File: src/rtl/rv32_cache_pkg.sv
// rv32_cache_pkg: shared FSM encoding, default geometry and address-field helper
package rv32_cache_pkg;
    typedef enum logic [1:0] {IDLE, REFILL, FILLED} state_t;
    localparam int DEF_LINES = 16;
    localparam int DEF_WPL   = 4;
    function automatic int tag_bits(input int lines, input int wpl);
        return 32 - $clog2(lines) - $clog2(wpl) - 2;
    endfunction
endpackage

File: src/rtl/cache_tag_ram.sv
// cache_tag_ram: valid+tag array with per-line write and single-cycle flash clear
module cache_tag_ram #(
    parameter int LINES = 16,
    parameter int TAGW  = 24
) (
    input  logic                     clk,
    input  logic                     rst_n,
    input  logic [$clog2(LINES)-1:0] rd_idx,
    output logic                     rd_valid,
    output logic [TAGW-1:0]          rd_tag,
    input  logic                     wr_en,
    input  logic [$clog2(LINES)-1:0] wr_idx,
    input  logic                     wr_valid,
    input  logic [TAGW-1:0]          wr_tag,
    input  logic                     clr
);
    logic [LINES-1:0] valid;
    logic [TAGW-1:0]  tags [LINES];

    assign rd_valid = valid[rd_idx];
    assign rd_tag   = tags[rd_idx];

    // valid bits: reset and flash clear win over a single-line write
    always_ff @(posedge clk) begin
        if (!rst_n || clr) valid <= '0;
        else if (wr_en) valid[wr_idx] <= wr_valid;
    end

    // tags are only meaningful behind a set valid bit, so they carry no reset
    always_ff @(posedge clk) begin
        if (wr_en) tags[wr_idx] <= wr_tag;
    end
endmodule

File: src/rtl/icache_dm_rv32.sv
// icache_dm_rv32: direct-mapped RV32 instruction cache with a word-by-word line refill
module icache_dm_rv32
    import rv32_cache_pkg::*;
#(
    parameter int LINES = DEF_LINES,
    parameter int WPL   = DEF_WPL
) (
    input  logic        iCLK,
    input  logic        iRSTn,
    input  logic        iREQ,
    input  logic [31:0] iINSTADDR,
    input  logic        iFLUSH,
    output logic [31:0] oINSTDATA,
    output logic        oStallI,
    output logic        oMEMREQ,
    output logic [31:0] oMEMADDR,
    input  logic [31:0] iMEMDATA,
    input  logic        iMEMVALID
);
    localparam int OFFW = $clog2(WPL);
    localparam int IDXW = $clog2(LINES);
    localparam int TAGW = tag_bits(LINES, WPL);

    state_t           state, state_nx;
    logic [OFFW-1:0]  off, beat;
    logic [IDXW-1:0]  idx;
    logic [TAGW-1:0]  tag, rd_tag;
    logic [29-OFFW:0] line_addr;
    logic             rd_valid, hit, miss, filled, mem_beat, flush_pend, unused_bits;
    logic [31:0]      data [LINES][WPL];

    assign off         = iINSTADDR[OFFW+1:2];
    assign idx         = iINSTADDR[IDXW+OFFW+1:OFFW+2];
    assign tag         = iINSTADDR[31:IDXW+OFFW+2];
    assign unused_bits = ^iINSTADDR[1:0];
    assign filled      = state == FILLED;
    assign mem_beat    = oMEMREQ & iMEMVALID;
    assign oMEMADDR    = {line_addr, beat, 2'b00};

    // miss invalidates the target line; FILLED validates it; a flush clears every line
    cache_tag_ram #(.LINES(LINES), .TAGW(TAGW)) u_tags (
        .clk     (iCLK),
        .rst_n   (iRSTn),
        .rd_idx  (idx),
        .rd_valid(rd_valid),
        .rd_tag  (rd_tag),
        .wr_en   (miss | filled),
        .wr_idx  (filled ? line_addr[IDXW-1:0] : idx),
        .wr_valid(filled),
        .wr_tag  (line_addr[29-OFFW:IDXW]),
        .clr     ((iFLUSH & (state == IDLE)) | (filled & (flush_pend | iFLUSH)))
    );

    // lookup, stall/memory-request outputs and next state; a flushing lookup never hits
    always_comb begin
        hit      = iREQ & ~iFLUSH & (state == IDLE) & rd_valid & (rd_tag == tag);
        miss     = iREQ & ~hit & (state == IDLE);
        oStallI  = (iREQ & ~hit) | (state != IDLE);
        oMEMREQ  = state == REFILL;
        state_nx = miss ? REFILL : (state == REFILL) ? ((oMEMREQ & iMEMVALID & (&beat)) ? FILLED : REFILL) : IDLE;
    end

    // state, refill line/beat, deferred flush and the registered fetch word
    always_ff @(posedge iCLK) begin
        if (!iRSTn) begin
            state      <= IDLE;
            line_addr  <= '0;
            beat       <= '0;
            flush_pend <= 1'b0;
            oINSTDATA  <= '0;
        end else begin
            state      <= state_nx;
            flush_pend <= (state == REFILL) & (flush_pend | iFLUSH);
            if (miss) begin
                line_addr <= iINSTADDR[31:OFFW+2];
                beat      <= '0;
            end else if (mem_beat) begin
                beat <= beat + 1'b1;
            end
            if (hit) oINSTDATA <= data[idx][off];
        end
    end

    // line data is written beat by beat and needs no reset
    always_ff @(posedge iCLK) begin
        if (mem_beat) data[line_addr[IDXW-1:0]][beat] <= iMEMDATA;
    end
endmodule

File: config.mk
export PLATFORM = sky130hd
export DESIGN_NAME = icache_dm_rv32
export DESIGN_NICKNAME = d
export VERILOG_FILES = /design/src/rtl/rv32_cache_pkg.sv /design/src/rtl/cache_tag_ram.sv /design/src/rtl/icache_dm_rv32.sv
export SDC_FILE = /design/constraint.sdc
export NUM_CORES = 2
export LEC_CHECK = 0
export CORE_AREA = 2 2 422 424
export DETAILED_ROUTE_END_ITERATION = 10
export DIE_AREA = 0 0 424 426
export PLACE_DENSITY = 0.71
export REMOVE_ABC_BUFFERS = 1
export SLEW_MARGIN = 30
export SYNTH_ARGS = -nofsm -noshare
export SYNTH_HDL_FRONTEND = slang
export SYNTH_SLANG_ARGS = --single-unit
File: constraint.sdc
create_clock -name iCLK -period 6.2 [get_ports iCLK]
set_input_delay 0.93 -clock iCLK [delete_from_list [all_inputs] [get_ports iCLK]]
set_output_delay 0.93 -clock iCLK [all_outputs]
set_load 0.005 [all_outputs]
==> results.cfg <==
[global_route]
grt_start_max_net_pins = 133
track_usage = 0.254
grt-ovfl-total = 0
first_global_vias = 45390
grt_first_pass_wirelength_mm = 326
antenna_found_initial = 6

[logic_synthesis]
synth_cell_types = 63
synth_area_leaders = edfxtp_1, mux4_2, dfxtp_1
synth_seq_cells = 2513
yosysTopAreaCell = edfxtp_1
yosys_warnings = 0
yosys_most_used_dff = edfxtp_1
yosysSeqAreaShare = 0.773
netlist.area_leader.share = 0.757
ys_async_sr_fraction = 0
syn_avg_cell_area_um2 = 23.6
synth_edf_count = 2432
syn-cell-area_um2 = 96500
synth_cells = 4096

[drt]
routed_wl_mm = 228
drc = 0
drt_pass1_iterations = 5
drt_iter0_drc = 5978
vias = 45307
vias_per_cell = 6.53
wl_per_cell_um = 32.9
antenna_left = 0

[final_layout]
multi_input_area_um2 = 21200
layout.nets = 4468
drive_gt1_frac = 0.303
fill_cells = 11524
regArea_um2 = 74700
area_growth_pct = 13.4
final_area_um2 = 109000

[timing]
hold_violations = 0
hold_ws_ps = 495
fin_setup_tns_ps = 0
worstMarginPinSlew_ps = 1020
slew_viol_final = 0
worst_slack_ps = 716
clock_skew_ps = 49.3
fmax_ghz = 0.182
slew_headroom = 0.322
finalCriticalPeriod_ps = 5480
finalSetupViolations = 0
rsz0062_at_grt = false
period_share = 0.884

[worst_hold_path]
holdPathEnd = oINSTDATA[31]$_SDFFE_PN0P_
timing.hold.worst.start = oINSTDATA[31]$_SDFFE_PN0P_
min_path_type = reg -> reg
whs_path_depth = 2

[place]
place_ws_ps = 729
dp_hpwl_mm = 125
placed_cell_area_um2 = 102000
port_buffers = 130
gp_congestion = 0.809

[run_status]
status = complete, no violations

[die]
die_x_um = 424
core_um2 = 176000
ios = 135
die_h_um = 426
dieArea_um2 = 181000
row_count = 154
initial_core_util = 0.549

[flow_run]
max-cap-violations = 0

[critical_path]
end_kind = output port
critical_path_class = in -> out
path_max_fanout = 55
slowest_stage = mux4_2
crit_top_cell = buf_4
crit_path_cell_trace = buf_8 > buf_4 > mux4_2 > mux2i_1 > o311a_1 > nand4_1 > nor4_2 > and3_4 > o21ai_0 > buf_4 > clkdlybuf4s50_1
crit_arrival_ps = 4550
cpPeakStageDelay_ps = 530
r2r_start = u_tags.tags[10][18]$_DFFE_PP_
rrSetupSlack_ps = 2070
reg2reg_depth = 9
reg2reg_to = u_tags.tags[15][22]$_DFFE_PP_
start_kind = input port
required_ps = 5270

[clocking]
clkTransAtPathRegs_ps = 60
clock_path_buffers = 3
cts_hold_buf = 0
cts_resized = 0
insertion_delay_ps = 870
htree_levels = 4
cts_setup_buffers = 0
cts_made_buffers = 237
clock_sink_count = 2513
tritoncts = done
root_buffer = clkbuf_16

[pwr]
peakVddDrop_mv = 0.262
p_leak_uw = 0.0339
total_power_uw = 34500
power_density_nw_per_um2 = 315
[through the flow]
step | std cells | util
finish | 6937 | 0.623
global route | 6935 | 0.623
CTS | 6931 | 0.622
detailed placement | 6493 | 0.579
global placement | 6465 | 0.575
floorplan | 3870 | -
[cell families after synthesis]
kind of cell	Yosys count	synth area share
AOI/OAI and AO/OA	173	0.0110
xor gates and xnor gates	27	0.00245
adders and majority gates	4	0.000519
buffers and inverters	235	0.0126
DFF	2513	0.773
muxes	871	0.188
other	1	0.0000389
and+or+nand+nor	272	0.0122
[how the worst max path moves through the flow]
stage	startpoint	endpoint	slack [ps]
floorplan	iINSTADDR[5]	u_tags.tags[12][0]$_DFFE_PP_	1510
finish	iINSTADDR[5]	oStallI	720
global route	iINSTADDR[4]	oStallI	550
global placement	iINSTADDR[4]	oStallI	670
detailed placement	iINSTADDR[4]	oStallI	730
CTS	iINSTADDR[4]	oStallI	710
[cell usage after synthesis, drive strengths merged, types with 2 or more instances]
cell	n
a31o	13
o21a	3
nor2b	14
nand4	3
and2	5
nor4	3
o31ai	2
o21ai	65
clkbuf	65
o2111ai	2
nor2	136
edfxtp	2432
a22o	2
a21oi	40
nand2	61
mux2i	94
o221ai	3
inv	8
a31oi	18
nand3	38
nand2b	5
dfxtp	81
a21o	2
xnor2	14
a22oi	3
xor2	13
mux4	748
o22ai	4
mux2	29
and3	2
nor3	4
buf	162
o32ai	2
ha	4
[placed cells by master, fill, tap and decap left out, types with 39 or more instances in the layout]
master and instances:
nor2_1 70, buf_4 146, edfxtp_1 2432, clkinv_2 49
a21oi_1 39, clkinv_1 41, nor2_4 65, clkbuf_16 238
clkdlybuf4s50_1 92, dfxtp_1 81, mux2i_1 94, clkbuf_1 58
nand2_1 59, mux4_2 748, o21ai_0 45
[state kept, by name (all words and copies together), names as in the netlist]
| signal | cells |
|---|---|
| u_tags.valid | 16 |
| flush_pend | 1 |
| u_tags.tags | 384 |
| data | 2048 |
| oINSTDATA | 32 |
| line_addr | 28 |
| beat | 2 |
| state | 2 |
[routing by layer]
metal	wire (µm)	track usage	up-vias	share of wire
li1	-	-	18122	-
met1	87600	0.356	24462	0.38
met2	114000	0.415	2327	0.50
met3	19500	0.0439	394	0.086
met4	6690	0.0769	2	0.029
met5	13	0	-	0.000057
[where the power goes]
| part | switching (µW) | internal (µW) |
|---|---|---|
| registers | 59.2 | 18700 |
| logic | 938 | 677 |
| clock network | 6150 | 7990 |
| total | 7150 | 27300 |
[area by class of cell]
type                            instances  area share
Antenna cell                            3   0.0000686
Timing Repair Buffer                  286      0.0285
Sequential cell                      2513       0.682
Tap cell                             2340      0.0267
Multi-Input combinational cell       1349       0.193
Inverter                                8    0.000286
Clock buffer                          312      0.0584
Clock inverter                        126      0.0109
[worst max-delay path, delay by kind of cell]
| family | cells | cell delay [ps] |
|---|---|---|
| AOI/OAI and AO/OA | 2 | 340 |
| buffers and inverters | 4 | 1410 |
| muxes | 2 | 890 |
| and+or+nand+nor | 3 | 840 |
Note: power is estimated with default switching activity, not from simulation.
